--- config.mk ---
export PLATFORM = sky130hd
export DESIGN_NAME = pc_update_ctrl
export DESIGN_NICKNAME = d
export VERILOG_FILES = /design/src/rtl/pc_update_ctrl.sv
export SDC_FILE = /design/constraint.sdc
export NUM_CORES = 1
export LEC_CHECK = 0
export BUFFER_PORTS_ARGS = -buffer_cell sky130_fd_sc_hd__buf_2
export CAP_MARGIN = 40
export CORE_ASPECT_RATIO = 1.5
export CORE_MARGIN = 2
export CORE_UTILIZATION = 40
export DETAILED_ROUTE_END_ITERATION = 16
export PLACE_DENSITY = 0.79
export SYNTH_ARGS = -nofsm -noshare
export SYNTH_HDL_FRONTEND = slang
export SYNTH_SLANG_ARGS = --single-unit
--- constraint.sdc ---
create_clock -name clk -period 1.8 [get_ports clk]
set_clock_uncertainty 0.15 [all_clocks]
set_input_delay 0.09 -clock clk [delete_from_list [all_inputs] [get_ports clk]]
set_output_delay 0.09 -clock clk [all_outputs]
set_load 0.01 [all_outputs]
--- src/rtl/pc_update_ctrl.sv ---
// PC update sequencer: drives the PC-source mux select and the PC/EPC/MDR
// strobes for sequential, branch, jump, rte and exception requests.
// Ports:
//   clk, reset                 clock, synchronous active-high reset
//   start, req_kind            one-cycle request pulse and its kind
//   cond_true, exc_code        branch condition / exception cause, taken with start
//   mux_pc_source_control      PC source select (ULA/AluOut/concat/MDR/EPC)
//   pc_write, epc_write        PC and EPC load strobes
//   ula_sub_four               ask the ULA for PC-4 (EPC input)
//   mem_read, exc_mem_addr     handler byte fetch
//   mdr_load                   MDR load strobe
//   busy, done                 sequencer activity and completion pulse
module pc_update_ctrl #(
    parameter int          MEM_LATENCY  = 2,
    parameter logic [31:0] EXC_VEC_BASE = 32'd253
) (
    input  logic        clk,
    input  logic        reset,
    input  logic        start,
    input  logic [2:0]  req_kind,
    input  logic        cond_true,
    input  logic [1:0]  exc_code,
    output logic [2:0]  mux_pc_source_control,
    output logic        pc_write,
    output logic        epc_write,
    output logic        ula_sub_four,
    output logic        mem_read,
    output logic [31:0] exc_mem_addr,
    output logic        mdr_load,
    output logic        busy,
    output logic        done
);

    localparam logic [2:0] S_IDLE    = 3'd0;
    localparam logic [2:0] S_WRITE   = 3'd1;
    localparam logic [2:0] S_EXC_EPC = 3'd2;
    localparam logic [2:0] S_EXC_RD  = 3'd3;
    localparam logic [2:0] S_EXC_MDR = 3'd4;
    localparam logic [2:0] S_EXC_PC  = 3'd5;

    localparam logic [2:0] K_SEQ    = 3'b000;
    localparam logic [2:0] K_BRANCH = 3'b001;
    localparam logic [2:0] K_JUMP   = 3'b010;
    localparam logic [2:0] K_RTE    = 3'b011;
    localparam logic [2:0] K_EXC    = 3'b100;

    localparam int CW = (MEM_LATENCY < 2) ? 1 : $clog2(MEM_LATENCY + 1);

    logic [2:0]    state_q, state_d;
    logic [2:0]    kind_q, kind_d;
    logic          cond_q, cond_d;
    logic [1:0]    code_q, code_d;
    logic [CW-1:0] cnt_q, cnt_d;

    always_ff @(posedge clk) begin
        if (reset) begin
            state_q <= S_IDLE;
            kind_q  <= K_SEQ;
            cond_q  <= 1'b0;
            code_q  <= 2'd0;
            cnt_q   <= '0;
        end else begin
            state_q <= state_d;
            kind_q  <= kind_d;
            cond_q  <= cond_d;
            code_q  <= code_d;
            cnt_q   <= cnt_d;
        end
    end

    always_comb begin
        state_d = state_q;
        kind_d  = kind_q;
        cond_d  = cond_q;
        code_d  = code_q;
        cnt_d   = cnt_q;
        case (state_q)
            S_IDLE: begin
                if (start) begin
                    kind_d = req_kind;
                    cond_d = cond_true;
                    // Kinds 101-111 and cause 11 fall back to the
                    // bad-opcode handler (code 0).
                    if (req_kind == K_EXC && exc_code != 2'b11)
                        code_d = exc_code;
                    else
                        code_d = 2'd0;
                    state_d = req_kind[2] ? S_EXC_EPC : S_WRITE;
                end
            end
            S_WRITE:   state_d = S_IDLE;
            S_EXC_EPC: begin
                cnt_d   = CW'(MEM_LATENCY);
                state_d = S_EXC_RD;
            end
            S_EXC_RD: begin
                if (cnt_q <= CW'(1))
                    state_d = S_EXC_MDR;
                else
                    cnt_d = cnt_q - CW'(1);
            end
            S_EXC_MDR: state_d = S_EXC_PC;
            S_EXC_PC:  state_d = S_IDLE;
            default:   state_d = S_IDLE;
        endcase
    end

    always_comb begin
        mux_pc_source_control = 3'b000;
        pc_write              = 1'b0;
        epc_write             = 1'b0;
        ula_sub_four          = 1'b0;
        mem_read              = 1'b0;
        exc_mem_addr          = 32'd0;
        mdr_load              = 1'b0;
        busy                  = (state_q != S_IDLE);
        done                  = 1'b0;
        case (state_q)
            S_WRITE: begin
                done = 1'b1;
                case (kind_q)
                    K_BRANCH: begin
                        mux_pc_source_control = 3'b001;
                        pc_write              = cond_q;
                    end
                    K_JUMP: begin
                        mux_pc_source_control = 3'b010;
                        pc_write              = 1'b1;
                    end
                    K_RTE: begin
                        mux_pc_source_control = 3'b100;
                        pc_write              = 1'b1;
                    end
                    default: begin
                        mux_pc_source_control = 3'b000;
                        pc_write              = 1'b1;
                    end
                endcase
            end
            S_EXC_EPC: begin
                ula_sub_four = 1'b1;
                epc_write    = 1'b1;
            end
            S_EXC_RD: begin
                mem_read     = 1'b1;
                exc_mem_addr = EXC_VEC_BASE + {30'd0, code_q};
            end
            S_EXC_MDR: begin
                mdr_load     = 1'b1;
                exc_mem_addr = EXC_VEC_BASE + {30'd0, code_q};
            end
            S_EXC_PC: begin
                mux_pc_source_control = 3'b011;
                pc_write              = 1'b1;
                done                  = 1'b1;
                exc_mem_addr          = EXC_VEC_BASE + {30'd0, code_q};
            end
            default: ;
        endcase
    end

endmodule

== Word level (Yosys, flattened, before mapping) ==
Index checks and enable logic that the tools add are counted.

* Output and inout port bits: 42
* Bits in read-only memories: 0
* Memories kept: 0
* Latch bits: 0
* Input bits: 9
* Bits in writable memories: 0
* Word-level logic and storage cells: 46
* Register bits: 11

* Multiply operators: 0
* Bitwise logic cells: 0
* Add/subtract/negate cells: 2
* Order comparisons: 1
* Reductions and logical operators: 9
* Divide/modulo/power cells: 0
* Eq/ne operators: 13
* Mux-type cells: 16
* Shift-type cells: 0

{| class="wikitable"
|+ Operator list
! cell !! number
|-
| $eq A3 B2 Y1 const B || 4
|-
| $pmux W3 S4 || 1
|-
| $add A8 B2 Y9 const A || 1
|-
| $eq A3 B3 Y1 const B || 3
|-
| $mux W9 || 1
|-
| $pmux W3 S3 || 1
|-
| $ne A2 B2 Y1 const B || 4
|-
| $eq A3 B1 Y1 const B || 2
|-
| $mux W2 || 3
|-
| $mux W3 || 2
|-
| $pmux W3 S2 || 1
|-
| $reduce_and A2 Y1 || 3
|-
| $mux W1 || 5
|-
| $pmux W2 S2 || 1
|-
| $logic_not A3 Y1 || 1
|-
| $reduce_bool A3 Y1 || 1
|-
| $reduce_or A3 Y1 || 1
|-
| $le A2 B1 Y1 const B || 1
|-
| $pmux W1 S2 || 1
|-
| $reduce_bool A2 Y1 || 1
|-
| $reduce_or A2 Y1 || 1
|-
| $sub A2 B1 Y2 const B || 1
|-
| $logic_and A1 B1 Y1 || 1
|}

== Longest topological paths before layout ==
Gate-level depths: netlist of the first run.

* Depth in word-level cells: 3
* Depth in mapped cells: 5
* Gate-level depth less buffers: 5

== Worst setup path after synthesis of the first run ==
OpenSTA, ideal clock, no wires.

* Path type: register -> register
* Start: register cnt_q[1]
* End: register cnt_q[0]
* Cell stages (with the launch flop): 6
* Slack: 274 ps
* Buffers on the path: 0
* Data arrival time: 1302 ps
* Library setup time: 74 ps
* Cells stage by stage: dfxtp_1 inv_1 ha_1 nand2b_1 or4b_1 a31oi_1

* Longest elaborated chain between the ends: 3

{| class="wikitable"
|+ Ends and longest elaborated chain
! element !! RTL line !! RTL
|-
| start: declaration || 53 || <nowiki>logic [CW-1:0] cnt_q, cnt_d;</nowiki>
|-
| start signal: assignment || 67 || <nowiki>cnt_q <= cnt_d;</nowiki>
|-
| $le A2 B1 Y1 || 97 || <nowiki>if (cnt_q <= CW'(1))</nowiki>
|-
| $ne A2 B2 Y1 (no line) || -- ||
|-
| $reduce_and A2 Y1 (no line) || -- ||
|}

Every way passes these cells.
A chain may end at the register's enable or synchronous reset.

== Worst setup path in the final report of the first run ==
* Start: register state_q[1]
* End: output port exc_mem_addr[6]

* Longest elaborated chain between the ends: 3
* Elaborated cells on any way between the ends: 5

{| class="wikitable"
|+ Ends and longest elaborated chain
! element !! RTL line !! RTL
|-
| start: declaration || 49 || <nowiki>logic [2:0] state_q, state_d;</nowiki>
|-
| start signal: assignment || 63 || <nowiki>state_q <= state_d;</nowiki>
|-
| $eq A3 B3 Y1 / $eq A3 B2 Y1 (equally long branches) || 118 || <nowiki>case (state_q)</nowiki>
|-
| $reduce_or A3 Y1 (no line) (*) || -- ||
|-
| $mux W9 (*) || -- ||
|-
| end: declaration || 28 || <nowiki>output logic [31:0] exc_mem_addr,</nowiki>
|}

Every way passes the cells marked *; elsewhere a longest branch is shown, timed or not.

==> impl_metrics.ini, run 1 <==
[timing]
finalCritPeriodShare_pct = 93.2
rsz0062_at_grt = no
fmax_ghz = 0.596
layout_setup_ws_ps = 123
setup_viol = 0
slew_headroom_pct = 65.3
hold_viol_final = 0
finalCriticalPeriod_ps = 1680
worst_slew_pin_slew_ps = 519
timing_max_transition_violations_final = 0
fin_setup_tns_ps = 0

[route]
drc = 0
routed_wl_um = 1490
routed_via_density = 4.46
wl_per_cell_um = 9.76
dr.pass1.iters = 4
vias = 683
drtIter0Drc = 14
antenna_left = 0

[yosys]
ys_ff_latch = 11
synth_enable_flop_cells = 0
synth_area_um2 = 866
yosysWarnings = 0
synthDistinctLibCells = 31
syn_inst = 104
syn_avg_cell_area_um2 = 8.33
async_flop_share_pct = 0
seq_area_frac_synth_pct = 25.4
ys.flop_type = dfxtp_1

[place]
placed_cell_area_um2 = 862
dp_hpwl_um = 1130
dp_slack_ps = 111
place.port_buffers = 27
place_congestion = 0.699

[setup_path]
rr_worst_depth = 5
start_kind = flop
crit_type = reg2out
r2r_slack_ps = 190
crit_fanout = 8
critPathCaptureType = output pin
required_ps = 1560
worstPathArrival_ps = 1440

[die]
placementRows = 20
initial_utilization_pct = 42.7
ios = 51
coreArea_um2 = 2030
die_area_um2 = 2560
die_y_um = 61.0
die_w_um = 42.0

[global_routing]
grt_max_degree = 14
grt_remaining_overflow = 0
grt_pass1_wl_um = 2210
antenna_found_initial = 0
grt_pass1_vias = 543
track_usage_pct = 11.5

[cells_and_area]
antenna_cells = 0
stdcell_area_um2 = 970
nets = 143
drive_gt1_share_pct = 31.3
fillCellCount = 204
area_delta_synth_final_pct = 12.0

[pwr]
p_leak_nw = 0.499
p_per_area_nw_per_um2 = 624
peakVddDrop_uv = 314
power_mw = 0.605

[worst_hold_path]
hold_path_class = in2reg
worst_hold_path.num_cells = 4

[cts]
clk_path_buf_depth = 2
cts_tree = yes
clk_pin_slew_ps = 70
cts_root_buf = clkbuf_4
cts.sinks = 11
cts_made_buffers = 3
htree_levels = 1
post_cts_buffers = 0
clkLatencyLatePin_ps = 270

[flow_run]
max-cap-violations = 0

[status]
status = finished clean
==> cells in the mapped netlist, drive strengths merged, types with 2 or more instances <==
cell type   n  area [µm²]
inv         3        11.3
nand2b      4        32.5
mux2i       4        40.0
nor2b       3        18.8
dfxtp      11         220
nor2       13        48.8
ha          2        25.0
a21oi       8        40.0
nor3b       4        30.0
buf        32         245
nand4b      2        17.5
nand2       2        7.51
==> power by group <==
part           internal, mW  switching [mW]
sequential            0.258          0.0223
combinational        0.0709          0.0868
clock                0.0823          0.0845
==> final cells by class <==
| cell class | count | area [µm²] | area share (%) |
|---|---|---|---|
| flip-flops and latches | 11 | 226 | 23.4 |
| multi-input cells | 79 | 472 | 48.6 |
| well taps | 22 | 27.5 | 2.84 |
| inverters | 3 | 11.3 | 1.16 |
| repair buffers | 34 | 205 | 21.2 |
| clock buffers | 3 | 22.5 | 2.32 |
| clock inverters | 1 | 5.00 | 0.516 |
==> registers in the layout, indices dropped and copies added, names as in the netlist <==
register / flops
kind_q: 3
state_q: 3
cnt_q: 2
code_q: 2
cond_q: 1
==> cell usage in the layout (no fill, tap or decap), drive strengths merged, types with 4 or more instances in the layout <==
cell         instances
buf                 27
conb                23
nor2                13
dfxtp               11
a21oi                8
dlygate4sd3          7
nor3b                4
mux2i                4
nand2b               4
==> layer usage <==
metal | part of all wire [%] | vias up | GRT usage (%)
met3 | 10 | 2 | 3.27
met5 | 0 | - | 0
met1 | 40 | 295 | 11.8
met4 | 0.87 | 0 | 6.91
met2 | 49 | 36 | 21.0
li1 | - | 350 | -
==> per-stage QoR <==
| stage | util [%] | instances | hold WS (ps) |
|---|---|---|---|
| after CTS | 47.7 | 153 | 114 |
| final | 47.8 | 153 | 107 |
| after global placement | 42.5 | 142 | 186 |
| after detailed placement | 42.5 | 142 | 182 |
| after global routing | 47.8 | 153 | 144 |
| after floorplan | - | 126 | 87.2 |
==> worst max-delay path, cell delays in order (launching register included) <==
cell and delay (ps):
dfxtp_2 440, and3b_2 250, a21oi_2 60, nor2_1 220, buf_2 190
==> logic make-up after synthesis <==
kind of cell,Yosys count,synth area share (%)
AO/OA/AOI/OAI,15,10.7
other,1,0.433
multiplexers,4,4.62
buffers and inverters,36,30.1
adder cells (fa/ha/maj),2,2.89
AND/OR/NAND/NOR,35,25.9
flip-flops,11,25.4
==> path summary, 6_finish.rpt <==
check,start,to
worst min register to register,code_q[1],code_q[1]
worst max register to register,cnt_q[1],cnt_q[0]
worst max-delay path,state_q[1],exc_mem_addr[6]
worst min-delay path,start,state_q[1]
==> repair_timing <==
item | 4_1_cts | 5_1_grt
hold buffers | 7 | 0
endpoints found under the setup margin | 9 | 6
endpoints found under the hold margin | 9 | 0
gates resized for setup | 4 | 1
pin swaps | 0 | 0
(Power assumes the default switching activity.)
==> run 2: changes to the inputs <==
--- a/config.mk
+++ b/config.mk
@@ -12,6 +12,7 @@
 export CORE_UTILIZATION = 40
 export DETAILED_ROUTE_END_ITERATION = 16
 export PLACE_DENSITY = 0.79
+export RECOVER_POWER = 25
 export SYNTH_ARGS = -nofsm -noshare
 export SYNTH_HDL_FRONTEND = slang
 export SYNTH_SLANG_ARGS = --single-unit
==> impl_metrics.ini, run 2 (same netlist as run 1, synthesis figures left out) <==
[worst_hold_path]
hold_path_class = in2reg
worst_hold_path.num_cells = 4
holdPathEnd = state_q[1]
hold_start = start

[flow_run]
max-cap-violations = 0

[cts]
clk_path_buf_depth = 2
htree_levels = 1
cts_made_buffers = 3
post_cts_buffers = 0
clkLatencyLatePin_ps = 270
clk_pin_slew_ps = 70
cts_root_buf = clkbuf_4
cts.sinks = 11
cts_tree = yes

[timing]
hold_viol_final = 0
timing_max_transition_violations_final = 0
fmax_ghz = 0.596
finalCriticalPeriod_ps = 1680
fin_setup_tns_ps = 0
worst_slew_pin_slew_ps = 519
rsz0062_at_grt = no
finalCritPeriodShare_pct = 93.2
layout_setup_ws_ps = 123
setup_viol = 0
slew_headroom_pct = 65.3

[global_routing]
grt_remaining_overflow = 0
track_usage_pct = 11.5
antenna_found_initial = 0
grt_max_degree = 14
grt_pass1_vias = 543
grt_pass1_wl_um = 2210

[cells_and_area]
area_delta_synth_final_pct = 11.7
fillCellCount = 205
drive_gt1_share_pct = 29.8
final_common_cell = buf_2
largestRegisters = kind_q: 3 flops, state_q: 3 flops
fin_cells = 153
nets = 143
final_cell_mix = buf_2 (25), conb_1 (23), nor2_1 (13)
antenna_cells = 0
stdcell_area_um2 = 967

[die]
die_y_um = 61.0
coreArea_um2 = 2030
placementRows = 20
ios = 51
die_w_um = 42.0
die_area_um2 = 2560
initial_utilization_pct = 42.7

[setup_path]
critPathCaptureType = output pin
crit_fanout = 8
r2r-start = cnt_q[1]
rr_worst_depth = 5
start_kind = flop
worstReg2RegEnd = cnt_q[0]
r2r_slack_ps = 190
required_ps = 1560
worstPathArrival_ps = 1440
crit_type = reg2out

[status]
status = finished clean

[route]
routed_via_density = 4.46
wl_per_cell_um = 9.78
drtIter0Drc = 14
vias = 683
routed_wl_um = 1500
drc = 0
dr.pass1.iters = 4
antenna_left = 0

[place]
dp_slack_ps = 111
post-place-cells = 142
place.port_buffers = 27
placed_cell_area_um2 = 862
dp_hpwl_um = 1130
place_congestion = 0.699

[pwr]
peakVddDrop_uv = 314
p_per_area_nw_per_um2 = 624
p_leak_nw = 0.491
## run 2: repair_timing
action | in CTS | in global routing
endpoints found under the hold margin | 9 | 0
hold buffers | 7 | 0
gates resized for setup | 4 | 1
endpoints found under the setup margin | 9 | 6
## run 2: worst max path at each step
stage                     from               to  slack (ps)  cells after the start
finish              state_q[1]  exc_mem_addr[6]         120                      4
global route        state_q[0]  exc_mem_addr[6]           7                      4
CTS                 state_q[2]  exc_mem_addr[6]          70                      4
detailed placement  state_q[2]  exc_mem_addr[6]         110                      4
global placement    state_q[2]  exc_mem_addr[3]         130                      4
floorplan             cnt_q[1]         cnt_q[0]         270                      5
## run 2: report_power, final
group | leakage [nW] | switching (mW) | internal (mW) | total, mW
sequential | 0.0913 | 0.0223 | 0.258 | 0.280
clock | 0.0177 | 0.0845 | 0.0823 | 0.167
combinational | 0.382 | 0.0870 | 0.0698 | 0.157
total | 0.491 | 0.194 | 0.410 | 0.604
## run 2: worst max-delay path: stages, from the launching register on
cell and delay (ps):
dfxtp_2 440, and3b_2 250, a21oi_2 60, nor2_1 220, buf_2 190
## run 2: metrics by stage
step / hold WS, ps / util, % / power, mW
floorplan: 87.2 / - / 0.442
global placement: 186 / 42.5 / 0.426
detailed placement: 182 / 42.5 / 0.430
CTS: 114 / 47.7 / 0.610
global route: 144 / 47.7 / 0.641
finish: 107 / 47.7 / 0.604
## run 2: metal layers
| metal | up-vias | global-route usage [%] | routed length (µm) |
|---|---|---|---|
| met4 | 0 | 6.91 | 13 |
| met1 | 295 | 11.8 | 600 |
| met2 | 36 | 21.0 | 732 |
| li1 | 350 | - | - |
| met3 | 2 | 3.27 | 149 |
| met5 | - | 0 | 0 |
## run 2: final cells by class
class                      instances  area [µm²]  area share [%]
clock buffer                       3        22.5            2.33
tap                               22        27.5            2.85
inverter                           3        11.3            1.16
clock inverter                     1        5.00           0.517
sequential                        11         226            23.4
multi-input combinational         79         472            48.8
timing repair buffer              34         203            21.0
==> run 3: changes to the inputs <==
--- a/config.mk
+++ b/config.mk
@@ -13,6 +13,7 @@
 export DETAILED_ROUTE_END_ITERATION = 16
 export PLACE_DENSITY = 0.79
 export RECOVER_POWER = 25
+export REMOVE_ABC_BUFFERS = 1
 export SYNTH_ARGS = -nofsm -noshare
 export SYNTH_HDL_FRONTEND = slang
 export SYNTH_SLANG_ARGS = --single-unit
==> impl_metrics.ini, run 3 (same netlist as run 1, synthesis figures left out) <==
[status]
status = finished clean

[global_routing]
track_usage_pct = 11.7
grt_max_degree = 12
grt_remaining_overflow = 0
grt_pass1_wl_um = 2310
antenna_found_initial = 0
grt_pass1_vias = 557

[cells_and_area]
seqCellArea_um2 = 224
drive_gt1_share_pct = 28.0
largestRegisters = kind_q: 3 flops, state_q: 3 flops
multiInputGateArea_um2 = 472
fillCellCount = 217
final_cell_mix = conb_1 (23), buf_2 (23), nor2_1 (13)
area_delta_synth_final_pct = 11.8
fin_cells = 154
antenna_cells = 0
nets = 144

[route]
antenna_left = 0
drc = 0
wl_per_cell_um = 10.0
routed_via_density = 4.57
dr.pass1.iters = 4
drtIter0Drc = 8
vias = 704
routed_wl_um = 1550

[timing]
fin_setup_tns_ps = 0
hold_viol_final = 0
timing_max_transition_violations_final = 0
finalCriticalPeriod_ps = 1670
setup_viol = 0
fmax_ghz = 0.599
rsz0062_at_grt = no
finalCritPeriodShare_pct = 92.8
worst_slew_pin_slew_ps = 547
slew_headroom_pct = 63.4

[pwr]
p_leak_nw = 0.485
peakVddDrop_uv = 458
p_per_area_nw_per_um2 = 627

[setup_path]
crit_type = reg2out
start_kind = flop
crit_fanout = 8
required_ps = 1560
worstPathArrival_ps = 1430
critPathCaptureType = output pin

[die]
die_area_um2 = 2560
die_y_um = 61.0
initial_utilization_pct = 42.7
ios = 51
placementRows = 20
die_w_um = 42.0
coreArea_um2 = 2030

[place]
post-place-cells = 143
place_congestion = 0.753
place.port_buffers = 27
dp_hpwl_um = 1210

[cts]
cts_made_buffers = 3
cts.sinks = 11
clk_pin_slew_ps = 70
cts_tree = yes
clk_path_buf_depth = 2
cts_root_buf = clkbuf_4
htree_levels = 1
clkLatencyLatePin_ps = 260

[flow_run]
max-cap-violations = 0

[worst_hold_path]
hold_path_class = in2reg
run 3: cell types whose count changed in the layout (fill, tap and decap cells not counted):
cell,change
clkinv_2,-1
dfxtp_4,-1
clkbuf_1,+3
buf_2,-2
dfxtp_2,+1
buf_4,+1
run 3: worst max-delay path: stages (launching register included):
cell and delay (ps):
dfxtp_2 440, and3b_2 250, a21oi_2 60, nor2_1 220
buf_2 190
run 3: final cells by class:
type                       count  share of cell area, %
sequential                    11                   23.1
inverter                       3                   1.16
multi-input combinational     79                   48.7
clock buffer                   4                   2.71
tap                           22                   2.84
timing repair buffer          35                   21.4
run 3: where the power goes:
group          total (mW)  switching, mW  leakage, nW  internal, mW
Clock               0.168         0.0819       0.0150        0.0857
Combinational       0.159         0.0892        0.379        0.0698
Sequential          0.280         0.0213       0.0911         0.259
run 3: stage by stage:
| step | hold WS, ps | total power, mW | setup slack, ps | cell area [µm²] | util [%] |
|---|---|---|---|---|---|
| 5_1_grt | 151 | 0.637 | 11.0 | 968 | 47.8 |
| 3_5_place_dp | 191 | 0.432 | 185 | 870 | 42.9 |
| 2_1_floorplan | 9.07 | 0.382 | -72.9 | 699 | - |
| 6_report | 122 | 0.607 | 130 | 968 | 47.8 |
| 3_3_place_gp | 183 | 0.427 | 248 | 870 | 42.9 |
| 4_1_cts | 120 | 0.608 | 76.7 | 972 | 48.0 |
run 3: routing by layer:
| layer | up-vias | global-route usage [%] | wire (µm) |
|---|---|---|---|
| li1 | 350 | - | - |
| met1 | 321 | 13.0 | 619 |
| met2 | 29 | 21.4 | 792 |
| met3 | 4 | 1.79 | 110 |
| met4 | 0 | 6.45 | 25 |
| met5 | - | 0 | 0 |
run 3: final timing paths:
path / start / end / slack (ps) / depth (start not counted)
setup / recovery: state_q[1] / exc_mem_addr[5] / 130 / 4
hold / removal: start / state_q[1] / 120 / 4
setup reg to reg: cnt_q[1] / cnt_q[0] / 170 / 5
hold reg to reg: code_q[0] / code_q[0] / 340 / 2
run 3: repair_timing:
| item | CTS | global route |
|---|---|---|
| hold endpoints to repair | 9 | 0 |
| endpoints found under the setup margin | 6 | 1 |
| gates cloned | 0 | 0 |
| setup buffers | 0 | 0 |
| hold buffers | 7 | 0 |
| resized for setup | 3 | 1 |
